### config.mk
export PLATFORM = sky130hd
export DESIGN_NAME = sm4_cbc_seq
export DESIGN_NICKNAME = d
export VERILOG_FILES = /design/src/rtl/sm4_cbc_seq.sv
export SDC_FILE = /design/constraint.sdc
export NUM_CORES = 1
export LEC_CHECK = 0
export CORE_AREA = 10 10 353 355
export CTS_CLUSTER_DIAMETER = 80
export DETAILED_ROUTE_END_ITERATION = 8
export DIE_AREA = 0 0 363 365
export GPL_ROUTABILITY_DRIVEN = 0
export GPL_TIMING_DRIVEN = 0
export SETUP_SLACK_MARGIN = 0.2
export SLEW_MARGIN = 20
export SYNTH_ARGS = -nofsm -noshare
export SYNTH_HDL_FRONTEND = slang
export SYNTH_SLANG_ARGS = --single-unit
export TNS_END_PERCENT = 50
### constraint.sdc
create_clock -name clk_i -period 4.1 [get_ports clk_i]
set_input_delay 0.82 -clock clk_i [delete_from_list [all_inputs] [get_ports clk_i]]
set_output_delay 0.82 -clock clk_i [all_outputs]
set_load 0.01 [all_outputs]
### src/rtl/sm4_cbc_seq.sv
// rtl/sm4_cbc_seq.sv - ECB/CBC block-mode sequencer driving an SM4 cipher core
// Loads and expands a key, then chains 128-bit blocks through the core with a one-entry result register.
module sm4_cbc_seq #(
    parameter int TIMEOUT = 1024,
    parameter int TW      = 11
) (
    input  logic         clk_i,
    input  logic         rst_ni,
    input  logic         key_valid_i,
    output logic         key_ready_o,
    input  logic [127:0] key_i,
    input  logic [1:0]   mode_i,
    input  logic         iv_valid_i,
    input  logic [127:0] iv_i,
    input  logic         in_valid_i,
    output logic         in_ready_o,
    input  logic [127:0] in_data_i,
    output logic         out_valid_o,
    input  logic         out_ready_i,
    output logic [127:0] out_data_o,
    output logic         key_loaded_o,
    output logic         err_o,
    output logic         core_sm4_enable_o,
    output logic         core_encdec_enable_o,
    output logic         core_encdec_sel_o,
    output logic         core_valid_o,
    output logic [127:0] core_data_o,
    output logic         core_key_exp_o,
    output logic         core_key_valid_o,
    output logic [127:0] core_key_o,
    input  logic [127:0] core_result_i,
    input  logic         core_valid_out_i,
    input  logic         core_key_ready_i
);

    localparam logic [1:0] MODE_CBC_ENC = 2'b10;
    localparam logic [1:0] MODE_CBC_DEC = 2'b11;
    localparam logic [TW-1:0] TMO_LAST  = TW'(TIMEOUT - 1);

    typedef enum logic [2:0] {
        S_IDLE,
        S_KEY_REQ,
        S_KEY_WAIT,
        S_READY,
        S_BLK_ISSUE,
        S_BLK_WAIT,
        S_OUT_HOLD,
        S_ERROR
    } state_t;

    typedef struct packed {
        logic key_ready;
        logic blk_ready;
        logic out_valid;
        logic sm4_en;
        logic encdec_en;
        logic valid;
        logic key_exp;
        logic key_valid;
    } ctl_t;

    // Control outputs are registered alongside the state they belong to.
    function automatic ctl_t decode(input state_t s);
        ctl_t c;
        c           = '0;
        c.key_ready = (s == S_IDLE) || (s == S_READY) || (s == S_ERROR);
        c.blk_ready = (s == S_READY);
        c.out_valid = (s == S_OUT_HOLD);
        c.sm4_en    = !((s == S_IDLE) || (s == S_ERROR));
        c.encdec_en = (s == S_BLK_ISSUE) || (s == S_BLK_WAIT);
        c.valid     = (s == S_BLK_ISSUE);
        c.key_exp   = (s == S_KEY_REQ) || (s == S_KEY_WAIT);
        c.key_valid = (s == S_KEY_REQ);
        return c;
    endfunction

    state_t        state;
    ctl_t          ctl_q;
    logic [127:0]  key_q;
    logic [127:0]  chain_q;
    logic [127:0]  blk_q;
    logic [1:0]    mode_q;
    logic [127:0]  core_data_q;
    logic [127:0]  out_data_q;
    logic          key_loaded_q;
    logic          err_q;
    logic [TW-1:0] tmo_cnt;
    logic [127:0]  chain_in;

    // An IV arriving with the block it belongs to seeds that block's chaining.
    assign chain_in = iv_valid_i ? iv_i : chain_q;

    always_ff @(posedge clk_i or negedge rst_ni) begin
        if (!rst_ni) begin
            state        <= S_IDLE;
            ctl_q        <= decode(S_IDLE);
            key_q        <= '0;
            chain_q      <= '0;
            blk_q        <= '0;
            mode_q       <= '0;
            core_data_q  <= '0;
            out_data_q   <= '0;
            key_loaded_q <= 1'b0;
            err_q        <= 1'b0;
            tmo_cnt      <= '0;
        end else begin
            case (state)
                S_IDLE, S_ERROR: begin
                    if (key_valid_i) begin
                        key_q        <= key_i;
                        key_loaded_q <= 1'b0;
                        err_q        <= 1'b0;
                        state        <= S_KEY_REQ;
                        ctl_q        <= decode(S_KEY_REQ);
                    end
                end
                S_READY: begin
                    if (key_valid_i) begin
                        key_q        <= key_i;
                        key_loaded_q <= 1'b0;
                        err_q        <= 1'b0;
                        state        <= S_KEY_REQ;
                        ctl_q        <= decode(S_KEY_REQ);
                    end else begin
                        if (iv_valid_i) begin
                            chain_q <= iv_i;
                        end
                        if (in_valid_i) begin
                            mode_q      <= mode_i;
                            blk_q       <= in_data_i;
                            core_data_q <= (mode_i == MODE_CBC_ENC) ? (in_data_i ^ chain_in)
                                                                    : in_data_i;
                            state       <= S_BLK_ISSUE;
                            ctl_q       <= decode(S_BLK_ISSUE);
                        end
                    end
                end
                S_KEY_REQ: begin
                    tmo_cnt <= '0;
                    state   <= S_KEY_WAIT;
                    ctl_q   <= decode(S_KEY_WAIT);
                end
                S_KEY_WAIT: begin
                    if (tmo_cnt == TMO_LAST) begin
                        err_q        <= 1'b1;
                        key_loaded_q <= 1'b0;
                        state        <= S_ERROR;
                        ctl_q        <= decode(S_ERROR);
                    end else if (core_key_ready_i) begin
                        key_loaded_q <= 1'b1;
                        state        <= S_READY;
                        ctl_q        <= decode(S_READY);
                    end else begin
                        tmo_cnt <= tmo_cnt + 1'b1;
                    end
                end
                S_BLK_ISSUE: begin
                    tmo_cnt <= '0;
                    state   <= S_BLK_WAIT;
                    ctl_q   <= decode(S_BLK_WAIT);
                end
                S_BLK_WAIT: begin
                    // Timeout takes precedence over a result landing in the same cycle.
                    if (tmo_cnt == TMO_LAST) begin
                        err_q        <= 1'b1;
                        key_loaded_q <= 1'b0;
                        state        <= S_ERROR;
                        ctl_q        <= decode(S_ERROR);
                    end else if (core_valid_out_i) begin
                        out_data_q <= (mode_q == MODE_CBC_DEC) ? (core_result_i ^ chain_q)
                                                               : core_result_i;
                        if (mode_q == MODE_CBC_ENC) begin
                            chain_q <= core_result_i;
                        end else if (mode_q == MODE_CBC_DEC) begin
                            chain_q <= blk_q;
                        end
                        state <= S_OUT_HOLD;
                        ctl_q <= decode(S_OUT_HOLD);
                    end else begin
                        tmo_cnt <= tmo_cnt + 1'b1;
                    end
                end
                S_OUT_HOLD: begin
                    if (out_ready_i) begin
                        state <= S_READY;
                        ctl_q <= decode(S_READY);
                    end
                end
            endcase
        end
    end

    assign key_ready_o          = ctl_q.key_ready;
    assign in_ready_o           = ctl_q.blk_ready & ~key_valid_i;
    assign out_valid_o          = ctl_q.out_valid;
    assign out_data_o           = out_data_q;
    assign key_loaded_o         = key_loaded_q;
    assign err_o                = err_q;
    assign core_sm4_enable_o    = ctl_q.sm4_en;
    assign core_encdec_enable_o = ctl_q.encdec_en;
    assign core_encdec_sel_o    = mode_q[0];
    assign core_valid_o         = ctl_q.valid;
    assign core_data_o          = core_data_q;
    assign core_key_exp_o       = ctl_q.key_exp;
    assign core_key_valid_o     = ctl_q.key_valid;
    assign core_key_o           = key_q;

endmodule

## After elaboration in Yosys (flattened, before gate mapping)

Cells that the tools add are included.

| storage, ports and cells | value |
|---|---|
| flip-flop bits (word level) | 666 |
| logic and storage cells | 106 |
| output and inout port bits | 395 |
| input bits | 522 |

| operators by class | value |
|---|---|
| equal/unequal tests | 26 |
| bitwise operators | 5 |
| $add $sub $neg | 1 |
| mux-type cells | 39 |
| reductions and logical operators | 17 |

Operators by type and width:

| kind | count |
|---|---|
| $mux 128 | 8 |
| $pmux 128 s2 | 1 |
| $xor 128x128->128 | 2 |
| $mux 8 | 8 |
| $pmux 8 s7 | 1 |
| $mux 11 | 4 |
| $pmux 11 s3 | 1 |
| $mux 3 | 8 |
| $pmux 3 s7 | 1 |
| $ne 2x2->1 const B | 9 |
| $reduce_and 5->1 | 3 |
| $eq 3x3->1 const B | 4 |
| $ne 3x3->1 const B | 4 |
| $add 11x1->11 const B | 1 |
| $eq 11x10->1 const B | 1 |
| $reduce_and 3->1 | 3 |
| $eq 2x2->1 const B | 3 |
| $eq 3x2->1 const B | 2 |
| $reduce_bool 3->1 | 2 |
| $reduce_or 2->1 | 3 |
| $mux 1 | 5 |
| $ne 2x1->1 const B | 2 |
| $reduce_and 4->1 | 1 |
| $reduce_bool 2->1 | 2 |
| 8 further kinds | 9 |

## Longest topological paths before layout

| depth | value |
|---|---|
| depth after elaboration | 6 |
| depth in mapped cells | 10 |
| gate-level depth less buffers | 6 |

## Least setup slack after synthesis

No wires, ideal clock.

| timing path | value |
|---|---|
| path kind | input-to-reg |
| start | input port iv_valid_i |
| end | register core_data_q[118] (netlist: core_data_o[118]) |
| path buffers | 2 |
| library setup time | 0.137 ns |
| data required time | 3.963 ns |
| stages | 6 |
| path slack | 1.793 ns |
| arrival time | 2.169 ns |
| cell sequence | clkbuf_1 > clkbuf_1 > mux2_2 > nand2b_1 > xor2_1 > a21oi_1 |

| on the way | value |
|---|---|
| longest elaborated chain between the ends | 3 |

RTL lines:

| what | RTL line | RTL |
|---|---|---|
| start: declaration | 13 | `input logic iv_valid_i,` |
| $mux 128 | -- |  |
| $xor 128x128->128 | 131 | `core_data_q <= (mode_i == MODE_CBC_ENC) ? (in_data_i ^ chain_in)` |
| $mux 128 | 131 |  |
| end signal: assignment | 131 |  |
| end: declaration | 83 | `logic [127:0] core_data_q;` |

Every way passes these cells.
A chain may end at the register's enable or synchronous reset.

## Worst setup path in the final report

| timing path | value |
|---|---|
| start | register state[2] |
| end | register chain_q[98] |

| on the way | value |
|---|---|
| longest elaborated chain between the ends | 3 |
| elaborated cells on any way between the ends | 9 |
| classes of those cells | eq/ne: 6; mux: 1; reduce/logical: 2 |

RTL lines:

| what | RTL line | RTL |
|---|---|---|
| start: declaration | 77 | `state_t state;` |
| start signal: assignment | 95 | `state <= S_IDLE;` |
| start signal: assignment | 113 | `state <= S_KEY_REQ;` |
| start signal: assignment | 122 | `state <= S_KEY_REQ;` |
| $eq 3x3->1 or $eq 3x2->1 (tied branches) | 107 | `case (state)` |
| $ne 3x3->1 (no source line) (tied with other cells) | -- |  |
| $reduce_and 5->1 (no source line) | -- |  |
| end signal: assignment | 126 | `chain_q <= iv_i;` |
| end signal: assignment | 173 | `chain_q <= core_result_i;` |
| end signal: assignment | 175 | `chain_q <= blk_q;` |
| end: declaration | 80 | `logic [127:0] chain_q;` |

Several ways; a longest one is shown, not always the timed one.

==> results.py <==
metrics = {
    "outcome": {
        "status": "finished clean",
    },
    "sta": {
        "min_period_ps": 3350,
        "setup_tns_ps": 0,
        "maxSlewHeadroom_pct": 22.8,
        "fmax_mhz": 299,
        "hold_violations": 0,
        "fin_crit_sh_pct": 81.7,
        "slew_violations": 0,
        "rsz0062_at_grt": "no",
        "worst_slew_pin_slew_ps": 1160,
        "fin_skew_ps": 40.0,
        "hold_ws_ps": 78.1,
        "setup_viol": 0,
    },
    "die": {
        "fp.dieH_um": 365,
        "fp.dieW_um": 363,
        "io_pins": 917,
        "die_area_mm2": 0.132,
        "rows": 126,
        "coreArea_mm2": 0.117,
        "start_util_pct": 27.2,
    },
    "grt": {
        "grt_use_total_pct": 21.9,
        "grt_pass1_wl_um": 214000,
        "grt_overflow": 0,
        "antenna_found_initial": 64,
        "grt_pass1_vias": 30000,
        "grt_max_degree": 94,
    },
    "pwr": {
        "power.leakage_nw": 19.1,
        "p_total_mw": 33.9,
        "ir_drop_mv": 0.430,
        "power.density_mw_per_mm2": 732,
    },
    "detailed_routing": {
        "vias": 29400,
        "routed_wl_um": 152000,
        "wire_per_inst_um": 24.9,
        "first_iter_violations": 2341,
        "routed_via_density": 4.81,
        "firstDrtPassIters": 5,
        "drc_errors": 0,
        "ant_nets": 0,
    },
    "synth": {
        "netlist_area_mm2": 0.0319,
        "synth_commonest_cells": "nand2_1 (916), dfrtp_1 (665), a21oi_1 (267), nor2_1 (267), mux2_2 (260)",
        "synthDominantCellAreaShare_pct": 52.1,
        "syn_avg_cell_area_um2": 9.22,
        "synth_most_common_cell": "nand2_1",
        "syn_inst": 3460,
        "synth_top_area_cell": "dfrtp_1",
        "synth_edf_count": 0,
        "ys_types": 50,
        "synth_area_leaders": "dfrtp_1 (52%), nand2_1 (11%), mux2_2 (9.2%)",
        "yosysSeqAreaShare_pct": 52.2,
        "synth-seq-cells": 666,
        "synthFlopType": "dfrtp_1",
        "synth_nets": 3983,
        "yosysWarnings": 0,
        "synth-async-reset-ratio_pct": 100,
    },
    "setup_path": {
        "startpoint_type": "flop",
        "end_kind": "flop",
        "reg2reg_depth": 9,
        "cp.required_ps": 4630,
        "crit_arrival_ps": 3880,
        "path_max_fanout": 10,
        "worst-setup-path-type": "flop to flop",
    },
    "placement": {
        "dp_hpwl_um": 121000,
        "port_buffers": 914,
        "dp_cells": 5925,
    },
    "final_layout": {
        "final_nets": 5000,
        "instances_no_fill": 6110,
        "synthToLayoutAreaGrowth_pct": 45.0,
        "drive_above_1_share_pct": 11.0,
    },
    "clocking": {
        "clock_latency_ps": 660,
        "hold_buffers": 0,
        "cts_tree": "built",
        "path_clk_slew_ps": 60,
        "cts_setup_buffers": 0,
        "cts_sinks": 666,
        "cts_resized": 0,
        "cts_root_buf": "clkbuf_16",
        "clk_path_buf_depth": 3,
        "h-tree-depth": 3,
        "numCtsBuffers": 86,
    },
    "worst_hold_path": {
        "hold_path.class": "input port to asynchronous set/reset pin",
    },
    "run": {
        "maxCapViolCount": 0,
    },
}
registers in the layout, summed over array words and instances (netlist names):
register,count
core_key_valid_o,1
core_key_exp_o,1
key_ready_o,1
core_data_o,128
core_encdec_enable_o,1
core_valid_o,1
err_o,1
mode_q,2
key_loaded_o,1
out_data_o,128
tmo_cnt,11
core_sm4_enable_o,1
out_valid_o,1
blk_q,128
chain_q,128
state,3
core_key_o,128
ctl_q,1
critical path, stage by stage (launching register included):
cell and delay (ps):
dfrtp_1 310, buf_2 170, nand2_1 90, nor2_1 300
buf_2 480, clkbuf_1 910, clkbuf_1 580, nand3_1 150
o21ai_0 120, o21ai_0 90
report_power, final:
group          switching [mW]  internal, mW
clock network            3.09          4.46
logic                    7.75          6.87
registers                1.99          9.73
path summary, 6_finish.rpt:
| check | slack [ps] | from | endpoint |
|---|---|---|---|
| setup reg to reg | 750 | state[2] | chain_q[98] |
| hold reg to reg | 470 | blk_q[114] | blk_q[114] |
| min in group clk_i | 470 | blk_q[114] | blk_q[114] |
| max in group asynchronous | 2380 | rst_ni | core_key_o[62] |
| hold / removal | 80 | rst_ni | core_data_o[79] |
| setup / recovery | 750 | state[2] | chain_q[98] |
cell type report:
class	instances	area [µm²]
inverters	4	15.0
well taps	1536	1920
repair buffers	929	9570
flip-flops and latches	666	16700
diodes	32	80.1
plain buffers	232	1030
clock inverters	19	279
clock buffers	134	2500
fillers	11800	71200
multi-input cells	2558	14200
cell families (layout without fill, tap and decap cells):
kind of cell / after synthesis / after routing / synth area share (%)
AO/OA/AOI/OAI: 563 / 563 / 9.09
XOR/XNOR: 257 / 257 / 7.05
adder cells (fa/ha/maj): 1 / 1 / 0.0392
buffers and inverters: 236 / 1318 / 3.23
flip-flops: 666 / 666 / 52.2
multiplexers: 261 / 261 / 9.21
other: 0 / 32 / 0
AND/OR/NAND/NOR: 1476 / 1476 / 19.2
per-stage QoR:
step	util (%)	cell area [µm²]	worst slack (ps)
after detailed placement	37.0	43400	285
after global placement	36.6	43000	-30220
after global routing	39.4	46300	487
final	39.4	46300	750
after CTS	39.3	46200	625
after floorplan	-	31900	1790
layout by cell type (no fill, tap or decap), types with 134 or more instances in the layout:
master,n
clkbuf_1,163
o21ai_0,255
mux2_2,260
a21oi_1,267
nand3_1,134
nor2_1,267
nand2_1,916
dfrtp_1,665
xor2_1,255
clkdlybuf4s50_1,913
nand2b_1,134
layer usage:
| metal | wire (µm) | track usage, % | part of all wire, % |
|---|---|---|---|
| met5 | 180 | 0 | 0.12 |
| met3 | 15000 | 7.82 | 9.9 |
| met2 | 74000 | 36.8 | 49 |
| met4 | 5080 | 8.10 | 3.3 |
| met1 | 57700 | 25.6 | 38 |
Power figures use the tool's default switching activity.
